File: config.mk
export PLATFORM = sky130hd
export DESIGN_NAME = id_ex_pipe_reg
export DESIGN_NICKNAME = d
export VERILOG_FILES = /design/src/rtl/id_ex_pipe_reg.sv
export SDC_FILE = /design/constraint.sdc
export NUM_CORES = 1
export LEC_CHECK = 0
export ABC_AREA = 1
export BUFFER_PORTS_ARGS = -buffer_cell sky130_fd_sc_hd__clkbuf_2
export CELL_PAD_IN_SITES_DETAIL_PLACEMENT = 1
export CELL_PAD_IN_SITES_GLOBAL_PLACEMENT = 1
export CORE_AREA = 5 5 245 247
export CTS_CLUSTER_SIZE = 40
export DETAILED_ROUTE_END_ITERATION = 10
export DIE_AREA = 0 0 250 252
export PLACE_DENSITY_LB_ADDON = 0.3
export SLEW_MARGIN = 20
export SYNTH_ARGS = -nofsm -noshare
export SYNTH_HDL_FRONTEND = slang
export SYNTH_SLANG_ARGS = --single-unit
File: constraint.sdc
create_clock -name clk -period 2.3 [get_ports clk]
set_clock_uncertainty 0.1 [all_clocks]
set_input_delay 0.345 -clock clk [delete_from_list [all_inputs] [get_ports clk]]
set_output_delay 0.345 -clock clk [all_outputs]
set_load 0.05 [all_outputs]
File: src/rtl/id_ex_pipe_reg.sv
// ID/EX pipeline stage register with valid/ready handshake, synchronous flush
// and a saturating stall-cycle counter.
// Optional feature: define ID_EX_SKID_EN to add a one-entry skid buffer that
// registers in_ready, which removes the combinational path from out_ready.
module id_ex_pipe_reg #(
    parameter int unsigned XLEN   = 64,
    parameter int unsigned ILEN   = 32,
    parameter int unsigned REG_AW = 5,
    parameter int unsigned CNT_W  = 32
) (
    input  logic              clk,
    input  logic              reset,
    input  logic              in_valid,
    output logic              in_ready,
    input  logic              flush,
    input  logic [XLEN-1:0]   pc_in,
    input  logic [XLEN-1:0]   rs1_data,
    input  logic [XLEN-1:0]   rs2_data,
    input  logic [XLEN-1:0]   imm_in,
    input  logic [ILEN-1:0]   instr_in,
    input  logic [REG_AW-1:0] rd_in,
    input  logic              alu_src,
    input  logic              mem_to_reg,
    input  logic              reg_write,
    input  logic              mem_read,
    input  logic              mem_write,
    input  logic              branch,
    input  logic [1:0]        alu_op,
    output logic              out_valid,
    input  logic              out_ready,
    output logic [XLEN-1:0]   pc_out,
    output logic [XLEN-1:0]   rs1_out,
    output logic [XLEN-1:0]   rs2_out,
    output logic [XLEN-1:0]   imm_out,
    output logic [ILEN-1:0]   instr_out,
    output logic [REG_AW-1:0] rd_out,
    output logic [3:0]        alu_ctl,
    output logic [1:0]        wb_ctl,
    output logic [2:0]        m_ctl,
    output logic [2:0]        ex_ctl,
    output logic [CNT_W-1:0]  stall_cnt
);

    // Payload is carried as one flat vector: four XLEN words, instruction, rd, 8 control bits.
    localparam int unsigned PW = 4 * XLEN + ILEN + REG_AW + 8;

    logic [PW-1:0]    beat_in;
    logic [PW-1:0]    out_q, out_d;
    logic             out_valid_q, out_valid_d;
    logic [CNT_W-1:0] stall_cnt_q, stall_cnt_d;
    logic             accept, consume;

    logic             held_alu_src, held_mem_to_reg, held_reg_write;
    logic             held_mem_read, held_mem_write, held_branch;
    logic [1:0]       held_alu_op;

    assign beat_in = {pc_in, rs1_data, rs2_data, imm_in, instr_in, rd_in,
                      alu_src, alu_op, mem_to_reg, reg_write, mem_read, mem_write, branch};

    assign consume = out_valid_q & out_ready;
    assign accept  = in_valid & in_ready;

`ifdef ID_EX_SKID_EN
    logic [PW-1:0] skid_q, skid_d;
    logic          skid_valid_q, skid_valid_d;

    // in_ready depends only on state, so out_ready never reaches it combinationally.
    assign in_ready = reset & ~skid_valid_q;

    // Output slot refills from the skid entry first so order is preserved.
    always_comb begin
        out_d        = out_q;
        out_valid_d  = out_valid_q;
        skid_d       = skid_q;
        skid_valid_d = skid_valid_q;
        if (!out_valid_q || consume) begin
            if (skid_valid_q) begin
                out_d        = skid_q;
                out_valid_d  = 1'b1;
                skid_valid_d = 1'b0;
            end else begin
                out_valid_d = accept;
                if (accept) begin
                    out_d = beat_in;
                end
            end
        end else if (accept) begin
            skid_d       = beat_in;
            skid_valid_d = 1'b1;
        end
        // Flush kills every held beat but leaves data storage untouched.
        if (flush) begin
            out_d        = out_q;
            out_valid_d  = 1'b0;
            skid_d       = skid_q;
            skid_valid_d = 1'b0;
        end
    end

    // Skid storage.
    always_ff @(posedge clk or negedge reset) begin
        if (!reset) begin
            skid_q       <= '0;
            skid_valid_q <= 1'b0;
        end else begin
            skid_q       <= skid_d;
            skid_valid_q <= skid_valid_d;
        end
    end
`else
    assign in_ready = reset & (~out_valid_q | out_ready);

    // Load on accept, empty on consume; flush discards any beat accepted this cycle.
    always_comb begin
        out_d       = out_q;
        out_valid_d = out_valid_q;
        if (accept) begin
            out_d       = beat_in;
            out_valid_d = 1'b1;
        end else if (consume) begin
            out_valid_d = 1'b0;
        end
        if (flush) begin
            out_d       = out_q;
            out_valid_d = 1'b0;
        end
    end
`endif

    // Saturating count of cycles in which decode is held off.
    always_comb begin
        stall_cnt_d = stall_cnt_q;
        if (in_valid && !in_ready && (stall_cnt_q != {CNT_W{1'b1}})) begin
            stall_cnt_d = stall_cnt_q + 1'b1;
        end
    end

    // Output stage and counter state.
    always_ff @(posedge clk or negedge reset) begin
        if (!reset) begin
            out_q       <= '0;
            out_valid_q <= 1'b0;
            stall_cnt_q <= '0;
        end else begin
            out_q       <= out_d;
            out_valid_q <= out_valid_d;
            stall_cnt_q <= stall_cnt_d;
        end
    end

    assign {pc_out, rs1_out, rs2_out, imm_out, instr_out, rd_out,
            held_alu_src, held_alu_op, held_mem_to_reg, held_reg_write,
            held_mem_read, held_mem_write, held_branch} = out_q;

    // Control bundles read as zero for a bubble; data outputs keep their last value.
    assign out_valid = out_valid_q;
    assign alu_ctl   = out_valid_q ? {instr_out[30], instr_out[14:12]} : 4'b0;
    assign wb_ctl    = out_valid_q ? {held_reg_write, held_mem_to_reg} : 2'b0;
    assign m_ctl     = out_valid_q ? {held_mem_read, held_mem_write, held_branch} : 3'b0;
    assign ex_ctl    = out_valid_q ? {held_alu_src, held_alu_op} : 3'b0;
    assign stall_cnt = stall_cnt_q;

endmodule
Word level (Yosys, flattened, before mapping)
Index checks and enable logic that the tools add are counted.

Shift-type cells: 0. Eq/ne operators: 1. Multiplexer cells: 7. $lt $le $gt $ge: 0. Multipliers: 0. Add/sub/neg operators: 1. Reduce and logical (&&, ||, !) cells: 5. Divide/modulo/power cells: 0. Bitwise logic cells: 6.

Operators by type and width (number): $add A32 B1 Y32 const B (1); $ne A32 B32 Y1 const B (1); $mux W3 (2); $mux W4 (1); $and A1 B1 Y1 (3); $mux W1 (3); $reduce_bool A3 Y1 (1); $logic_and A1 B1 Y1 (2); $mux W2 (1); $not A1 Y1 (2); $reduce_and A2 Y1 (1); $logic_not A1 Y1 (1); $or A1 B1 Y1 (1).

Memory bits (read-only): 0. Flip-flop bits (word level): 334. Input port bits: 306. Memories: 0. Bits in latches: 0. Word-level logic and storage cells: 23. RAM bits: 0. Output and inout port bits: 339.

Logic depth before layout (Yosys ltp)
Gate-level depths: netlist (run 1).

Word-level depth: 6. Depth in mapped cells: 11. Gate-level depth less buffers: 10.

Worst setup path after synthesis (run 1)
OpenSTA, ideal clock, no wires.

Path type: register -> register. Start: reg out_valid_q, in the netlist out_valid. End: reg out_q[196]. Library setup time: 0.125 ns. Cell stages (with the launch flop): 8. Period minus slack after synthesis: 2.177 ns. Required time: 2.075 ns. Data arrival time: 1.952 ns. Path slack: 0.123 ns. Path buffers: 2. Path through: dfrtp_1 -> nand2_1 -> nand2_1 -> inv_1 -> nand2_1 -> buf_2 -> buf_4 -> mux2_2.

Longest elaborated chain between the ends: 5.

RTL lines: from (decl) (RTL line 49) `logic out_valid_q, out_valid_d;`; from (signal assigned) (RTL line 146) `out_valid_q <= out_valid_d;`; $not A1 Y1 (RTL line 111) `assign in_ready = reset & (~out_valid_q | out_ready);`; $or A1 B1 Y1 (RTL line 111); $and A1 B1 Y1 (RTL line 111); via in_ready (RTL line 14) `output logic in_ready,`; $and A1 B1 Y1 (RTL line 61) `assign accept = in_valid & in_ready;`; $reduce_and A2 Y1 (no source line); to (signal assigned) (RTL line 145) `out_q <= out_d;`; to (decl) (RTL line 48) `logic [PW-1:0] out_q, out_d;`.

The timed path passes the listed nets, and every way through them passes these cells. A chain may end at the register's enable or synchronous reset.

Worst setup path in the final report (run 1)
Start: in reset. End: reg out_q[237].

Longest elaborated chain between the ends: 3.

RTL lines: from (decl) (RTL line 12) `input logic reset,`; $and A1 B1 Y1 (RTL line 111); $and A1 B1 Y1 (RTL line 61); $reduce_and A2 Y1 (no source line).

Every way passes these cells.

==> results of run 1 <==
-- flip-flops by register name (all words and copies together) (netlist names) --
name and flops:
stall_cnt 32, out_valid 1, out_q 301
-- power by group through the flow --
stage	registers [mW]	clock network (mW)	logic, mW
after global routing	7.78	6.85	7.98
final	7.65	6.35	7.68
after CTS	7.62	6.60	7.71
after floorplan	7.64	0	6.75
after global placement	7.65	0	7.19
after detailed placement	7.72	0	7.25
-- synthesized netlist by cell type (2+ instances only) --
master | count | area (µm²)
nand2_2 | 3 | 18.8
nor3_1 | 3 | 15.0
buf_4 | 322 | 2420
xnor2_1 | 7 | 61.3
xor2_1 | 8 | 70.1
nor2_4 | 2 | 22.5
clkbuf_1 | 2 | 7.51
nand3b_1 | 4 | 30.0
mux2_2 | 301 | 3390
nor2_1 | 50 | 188
nand2_1 | 203 | 762
inv_1 | 36 | 135
buf_2 | 6 | 30.0
dfrtp_1 | 334 | 8360
nand3_1 | 14 | 70.1
-- repair_timing --
item                                    4_1_cts  5_1_grt
buffers inserted                              0        0
hold endpoints to repair                    636        0
endpoints found under the setup margin        0        0
hold buffers                                304        0
-- routing by layer --
| metal | track usage, % | wire length (µm) | up-vias |
|---|---|---|---|
| met5 | 0 | 13 | - |
| met4 | 5.97 | 1810 | 2 |
| met3 | 4.98 | 3660 | 110 |
| met2 | 30.0 | 28500 | 403 |
| met1 | 17.1 | 19000 | 5736 |
| li1 | - | - | 5331 |
-- metrics by stage --
step	utilization (%)	instances
floorplan	-	1304
global placement	30.8	2403
detailed placement	30.8	2403
CTS	38.4	2780
global route	38.4	2786
finish	38.4	2787
-- cell families after synthesis --
kind of cell    after synthesis
buf+inv                     369
flops                       334
mux                         301
simple gates                282
xor+xnor                     15
compound gates                2
fa+ha+maj                     1
-- worst max-delay path, delay by kind of cell --
kind | cells | cell delay (ns)
AND/OR/NAND/NOR | 2 | 0.21
multiplexers | 1 | 0.40
buffers and inverters | 4 | 1.31
-- area by class of cell --
| type | count | area, µm² | area share (%) |
|---|---|---|---|
| flip-flops and latches | 334 | 8360 | 37.9 |
| clock buffers | 60 | 1220 | 5.52 |
| inverters | 36 | 135 | 0.613 |
| repair buffers | 971 | 6550 | 29.7 |
| multi-input cells | 601 | 4700 | 21.3 |
| well taps | 765 | 957 | 4.34 |
| diodes | 7 | 17.5 | 0.0795 |
| clock inverters | 13 | 104 | 0.471 |
-- path summary, 6_finish.rpt --
check	startpoint	end	slack, ns
worst max-delay path	reset	out_q[237]	0.26
worst min-delay path	in_valid	stall_cnt[24]	0.38
worst max register to register	stall_cnt[0]	stall_cnt[31]	0.29
worst min register to register	out_q[199]	out_q[199]	0.40
max in group asynchronous	reset	out_q[187]	0.87
min in group asynchronous	reset	out_q[6]	0.48
==> out/metrics.yaml, run 1 <==
outcome:
  status: "finished clean"
timing:
  final_hold_viol_count: 0
  setup_tns_ns: 0
  timing.slew.headroom_pct: 40.0
  max_freq_mhz: 490
  min_period_over_period_pct: 88.7
  rsz0062_at_grt: "false"
  min_period_ns: 2.04
  finalSetupViolations: 0
  slew_violations: 0
  tightestPinTransition_ns: 0.900
  fin_ws_ns: 0.260
  holdWs_ns: 0.381
floorplanning:
  dieArea_mm2: 0.0630
  die_y_um: 252
  core_area_mm2: 0.0574
  die_width_um: 250
  rows: 88
  ioPinCount: 645
  start_util_pct: 27.3
clock_tree:
  cts_sinks: 334
  cts_tree: "done"
  cts_buffers: 41
  h-tree-depth: 2
  cts_resized: 0
  root_buffer: "clkbuf_16"
  clockBufferDepth: 3
  clock_latency_ns: 0.53
  path_clk_slew_ns: 0.05
synth:
  synth_top_family_by_area: "multiplexers"
  yosys.area_share.simple_pct: 7.29
  synth_enable_flop_cells: 0
  synthDistinctLibCells: 24
  synth.avg_cell_area_um2: 12.0
  synth.mux.area_fraction_pct: 21.6
  synth_ff_type: "dfrtp_1"
  syn-instance-count: 1304
  ys_warn_count: 0
  seq_area_frac_synth_pct: 53.3
  syn_nets: 1611
  synthArstFlopShare_pct: 100
  ys_ff_latch: 334
  synth_xor_area_share_pct: 0.838
  synth_area_mm2: 0.0157
  synth_adder_area_share_pct: 0.0798
  synth_compound_area_share_pct: 0.0638
setup_path:
  r2r_cells: 9
  start_kind: "primary input"
  worstPathMaxFanout: 101
  crit_arrival_ns: 2.35
  slowest_delay_ns: 0.61
  cp_cell_sequence: "dlygate4sd3_1 -> buf_8 -> nand2_1 -> inv_1 -> nand2_4 -> buf_12 -> mux2_2"
  crit_type: "in2reg"
  endpoint_kind: "register"
  required_ns: 2.61
  cp_slowest_cell: "dlygate4sd3_1"
power_and_ir_drop:
  pwr-share-seq_pct: 35.3
  total_leakage_power_nw: 10.9
  peakVddDrop_mv: 0.529
  switching_share_pct: 40.4
  switchingPower_mw: 8.75
  fin_total_pwr_mw: 21.7
  p_clk_share_pct: 29.3
  power_density_mw_per_mm2: 983
  combinationalPowerShare_pct: 35.4
  p_int_mw: 12.9
grt:
  first_global_vias: 13100
  antenna_found_initial: 7
  grt-ovfl-total: 0
  grt_pass1_wl_mm: 80.2
  grt_max_degree: 150
  track_usage_pct: 16.1
detailed_routing:
  vias_per_cell: 4.16
  wl_per_cell_um: 19.0
  first_pass_iters: 4
  drtAntennaViolNets: 0
  wl_mm: 53.0
  num_vias: 11600
  drc_errors: 0
  drt_first_iter_violations: 424
cells_and_area:
  fin_nets: 2292
  syn2layout_area_growth_pct: 40.5
  layout_common_cells: "clkbuf_2, dfrtp_1, dlygate4sd3_1"
  drive_gt1_share_pct: 51.8
  design_area_mm2: 0.0220
  fillers: 6411
  mostFrequentLayoutCell: "clkbuf_2"
flow_run:
  maxCapViolCount: 0
hold_path:
  holdPathStages: 5
  hold_class: "in2reg"
place:
  dpl_cell_area_mm2: 0.0177
  port-buffer-count: 644
  hpwl_mm: 37.4
  globalplace.congestion: 0.841
  place_worst_setup_slack_ns: 0.270
No activity file was read; power rests on OpenSTA's default activity.
==> run 2: changes to the inputs <==
- ABC_AREA: 1 -> not set
- CORE_AREA: 5 5 245 247 -> 5 5 247 249
- DIE_AREA: 0 0 250 252 -> 0 0 252 254
==> run 2 against run 1 <==
  * Sequential power up 0.7%
  * Area after synthesis down 4.3%
  * Core utilization down 1.5 points
  * Wire length down 11%
  * Maximum frequency down 5.8%
  * Via count down 9.3%
  * Critical endpoint is now stall_cnt[28]
  * Design area down 2.2%
  * Global-route usage down 1.9 points
  * Total power up 0.30%
  * Critical path depth down 1
  * First-iteration DRC count down 21%
  * Clock power about the same
==> out/metrics.yaml, run 2 <==
synth:
  yosysTopAreaCellShare_pct: 55.7  # +2.4 points
  ys_top_cells_by_area: "dfrtp_1, mux2_2, buf_4, xnor2_1, buf_2"
  ys_ff_latch: 334  # unchanged
  synth_enable_flop_cells: 0  # unchanged
  yosys-top-cells-count: "dfrtp_1, mux2_2, buf_4"
  yosysTopAreaCell: "dfrtp_1"
  syn-instance-count: 1089  # -16%
  synth_area_mm2: 0.0150  # -4.3%
  syn_nets: 1396  # -13%
  synth.avg_cell_area_um2: 13.8  # +15%
  seq_area_frac_synth_pct: 55.7  # +2.4 points
  ys_warn_count: 0  # unchanged
  synth_ff_type: "dfrtp_1"
  synthArstFlopShare_pct: 100  # unchanged
  synthDistinctLibCells: 39  # +63%
  yosysMostFrequentCell: "dfrtp_1"
setup_path:
  cp-startpoint: "stall_cnt[1]"
  endpoint_kind: "register"
  crit_arrival_ns: 2.53  # +0.18 ns
  cp_cell_sequence: "ha_1 -> nand3_2 -> a2111o_1 -> or4b_4 -> nor2_2 -> xor2_1"
  crit_type: "reg2reg"
  worstPathMaxFanout: 5  # -95%
  slowest_delay_ns: 0.60  # about the same
  start_kind: "register"
  required_ns: 2.66  # +0.05 ns
  cp_slowest_cell: "or4b_4"
  r2r-start: "stall_cnt[1]"
cells_and_area:
  fin_nets: 2091  # -8.8%
  layout_common_cells: "clkbuf_2, dfrtp_1, dlygate4sd3_1"
  fin_util_pct: 36.9  # -1.5 points
  largest_register_ffs: 301  # unchanged
  syn2layout_area_growth_pct: 43.7
  mostFrequentLayoutCell: "clkbuf_2"
  drive_gt1_share_pct: 58.5  # +6.7 points
  layout.cells.non_filler: 2586  # -7.2%
  largest-register: "out_q"
hold_path:
  hold_class: "in2reg"
  min_from: "in_valid"
detailed_routing:
  drt-met1-wl_mm: 16.6  # -13%
  num_vias: 10500  # -9.3%
  first_pass_iters: 4  # unchanged
  drtAntennaViolNets: 0  # unchanged
  wl_mm: 47.4  # -11%
  drt_first_iter_violations: 334  # -21%
  met2_length_mm: 25.3  # -11%
  drc_errors: 0  # unchanged
  dr_wl_met3_mm: 4.12  # +13%
  vias_per_cell: 4.06  # -2.3%
  top_layer: "met5"
  wl_per_cell_um: 18.3  # -3.6%
flow_run:
  maxCapViolCount: 0  # unchanged
grt:
  track_usage_pct: 14.2  # -1.9 points
  grt_max_degree: 164  # +9.3%
  grt-ovfl-total: 0  # unchanged
  antenna_found_initial: 3  # -4
  first_global_vias: 12200  # -7.0%
  grt_pass1_wl_mm: 71.8  # -10%
place:
  dp_cells: 2209  # -8.1%
  place_worst_setup_slack_ns: 0.0889  # -0.181 ns
  hpwl_mm: 33.5  # -11%
  globalplace.congestion: 0.799  # -5.0%
  port-buffer-count: 644  # unchanged
timing:
  rsz0062_at_grt: "false"
  final_hold_viol_count: 0  # unchanged
  timing.slew.headroom_pct: 36.2  # -3.8 points
  setup_tns_ns: 0  # unchanged
  tightestPinTransition_ns: 0.957  # +0.0569 ns
  slew_violations: 0  # unchanged
  finalSetupViolations: 0  # unchanged
  min_period_over_period_pct: 94.1  # +5.4 points
  min_period_ns: 2.16  # +0.125 ns
  max_freq_mhz: 462  # -5.8%
  fin_ws_ns: 0.135  # -0.125 ns
outcome:
  status: "finished clean"
clock_tree:
  cts_buffers: 41  # unchanged
  root_buffer: "clkbuf_16"
  path_clk_slew_ns: 0.06  # about the same
  h-tree-depth: 2  # unchanged
  clockBufferDepth: 3  # unchanged
  clock_latency_ns: 0.53  # about the same
  cts_tree: "done"
  cts_sinks: 334  # unchanged
floorplanning:
  die_width_um: 252  # +0.80%
  ioPinCount: 645  # unchanged
  core_area_mm2: 0.0585  # +1.9%
  rows: 89  # +1.1%
  die_y_um: 254  # +0.79%
  dieArea_mm2: 0.0640  # +1.6%
  start_util_pct: 25.7  # -1.7 points
power_and_ir_drop:
  peakVddDrop_mv: 0.702  # +33%
  total_leakage_power_nw: 10.5  # -3.5%
  power_density_mw_per_mm2: 1010  # +2.5%
  fin_total_pwr_mw: 21.7  # +0.30%
run 2: cell families after synthesis:
logic type | count (synthesis) | share of synthesized area (%)
AO/OA/AOI/OAI | 10 | 0.609
flip-flops | 334 | 55.7
XOR/XNOR | 29 | 1.69
buffers and inverters | 333 | 15.9
adder cells (fa/ha/maj) | 1 | 0.0834
multiplexers | 302 | 22.7
AND/OR/NAND/NOR | 80 | 3.34
run 2: report_power, final:
group	internal (mW)	total (mW)	switching, mW
clock network	3.83	6.34	2.51
logic	2.18	7.70	5.52
registers	7.03	7.70	0.672
run 2: critical path: cells and delay by family, from the launching register on:
kind | cells | cell delay, ns
XOR/XNOR | 1 | 0.15
flip-flops | 1 | 0.38
adder cells (fa/ha/maj) | 1 | 0.21
AO/OA/AOI/OAI | 1 | 0.40
AND/OR/NAND/NOR | 3 | 0.87
run 2: routing by layer:
metal / vias up / track usage [%]
met4: 2 / 4.17
met1: 5272 / 15.0
met3: 75 / 5.29
met2: 376 / 26.4
li1: 4779 / -
met5: - / 0
run 2: worst paths after layout:
kind,endpoint,slack (ns),cells past startpoint
worst max-delay path,stall_cnt[28],0.14,6
worst min-delay path,stall_cnt[25],0.22,5
worst max register to register,stall_cnt[28],0.14,6
worst min register to register,stall_cnt[30],0.40,1
max in group asynchronous,out_q[198],0.31,4
min in group asynchronous,stall_cnt[6],0.46,3
run 2: cell type report:
| cell class | instances | area, µm² |
|---|---|---|
| diodes | 2 | 5.00 |
| clock buffers | 61 | 1240 |
| flip-flops and latches | 334 | 8370 |
| inverters | 4 | 15.0 |
| fillers | 6373 | 36900 |
| well taps | 773 | 967 |
| clock inverters | 9 | 80.1 |
| multi-input cells | 422 | 4260 |
| repair buffers | 981 | 6620 |
run 2: metrics by stage:
stage / hold WS, ns / cell area [µm²]
after global routing: 0.247 / 21600
after detailed placement: 0.386 / 17200
final: 0.218 / 21600
after global placement: 0.376 / 17200
after CTS: 0.181 / 21500
after floorplan: -0.0506 / 15000
run 2: what timing repair did:
| action | CTS | global route |
|---|---|---|
| buffers inserted | 0 | 1 |
| hold buffers | 304 | 0 |
| resized for setup | 0 | 1 |
| endpoints found under the hold margin | 504 | 0 |
| setup endpoints to repair | 0 | 63 |
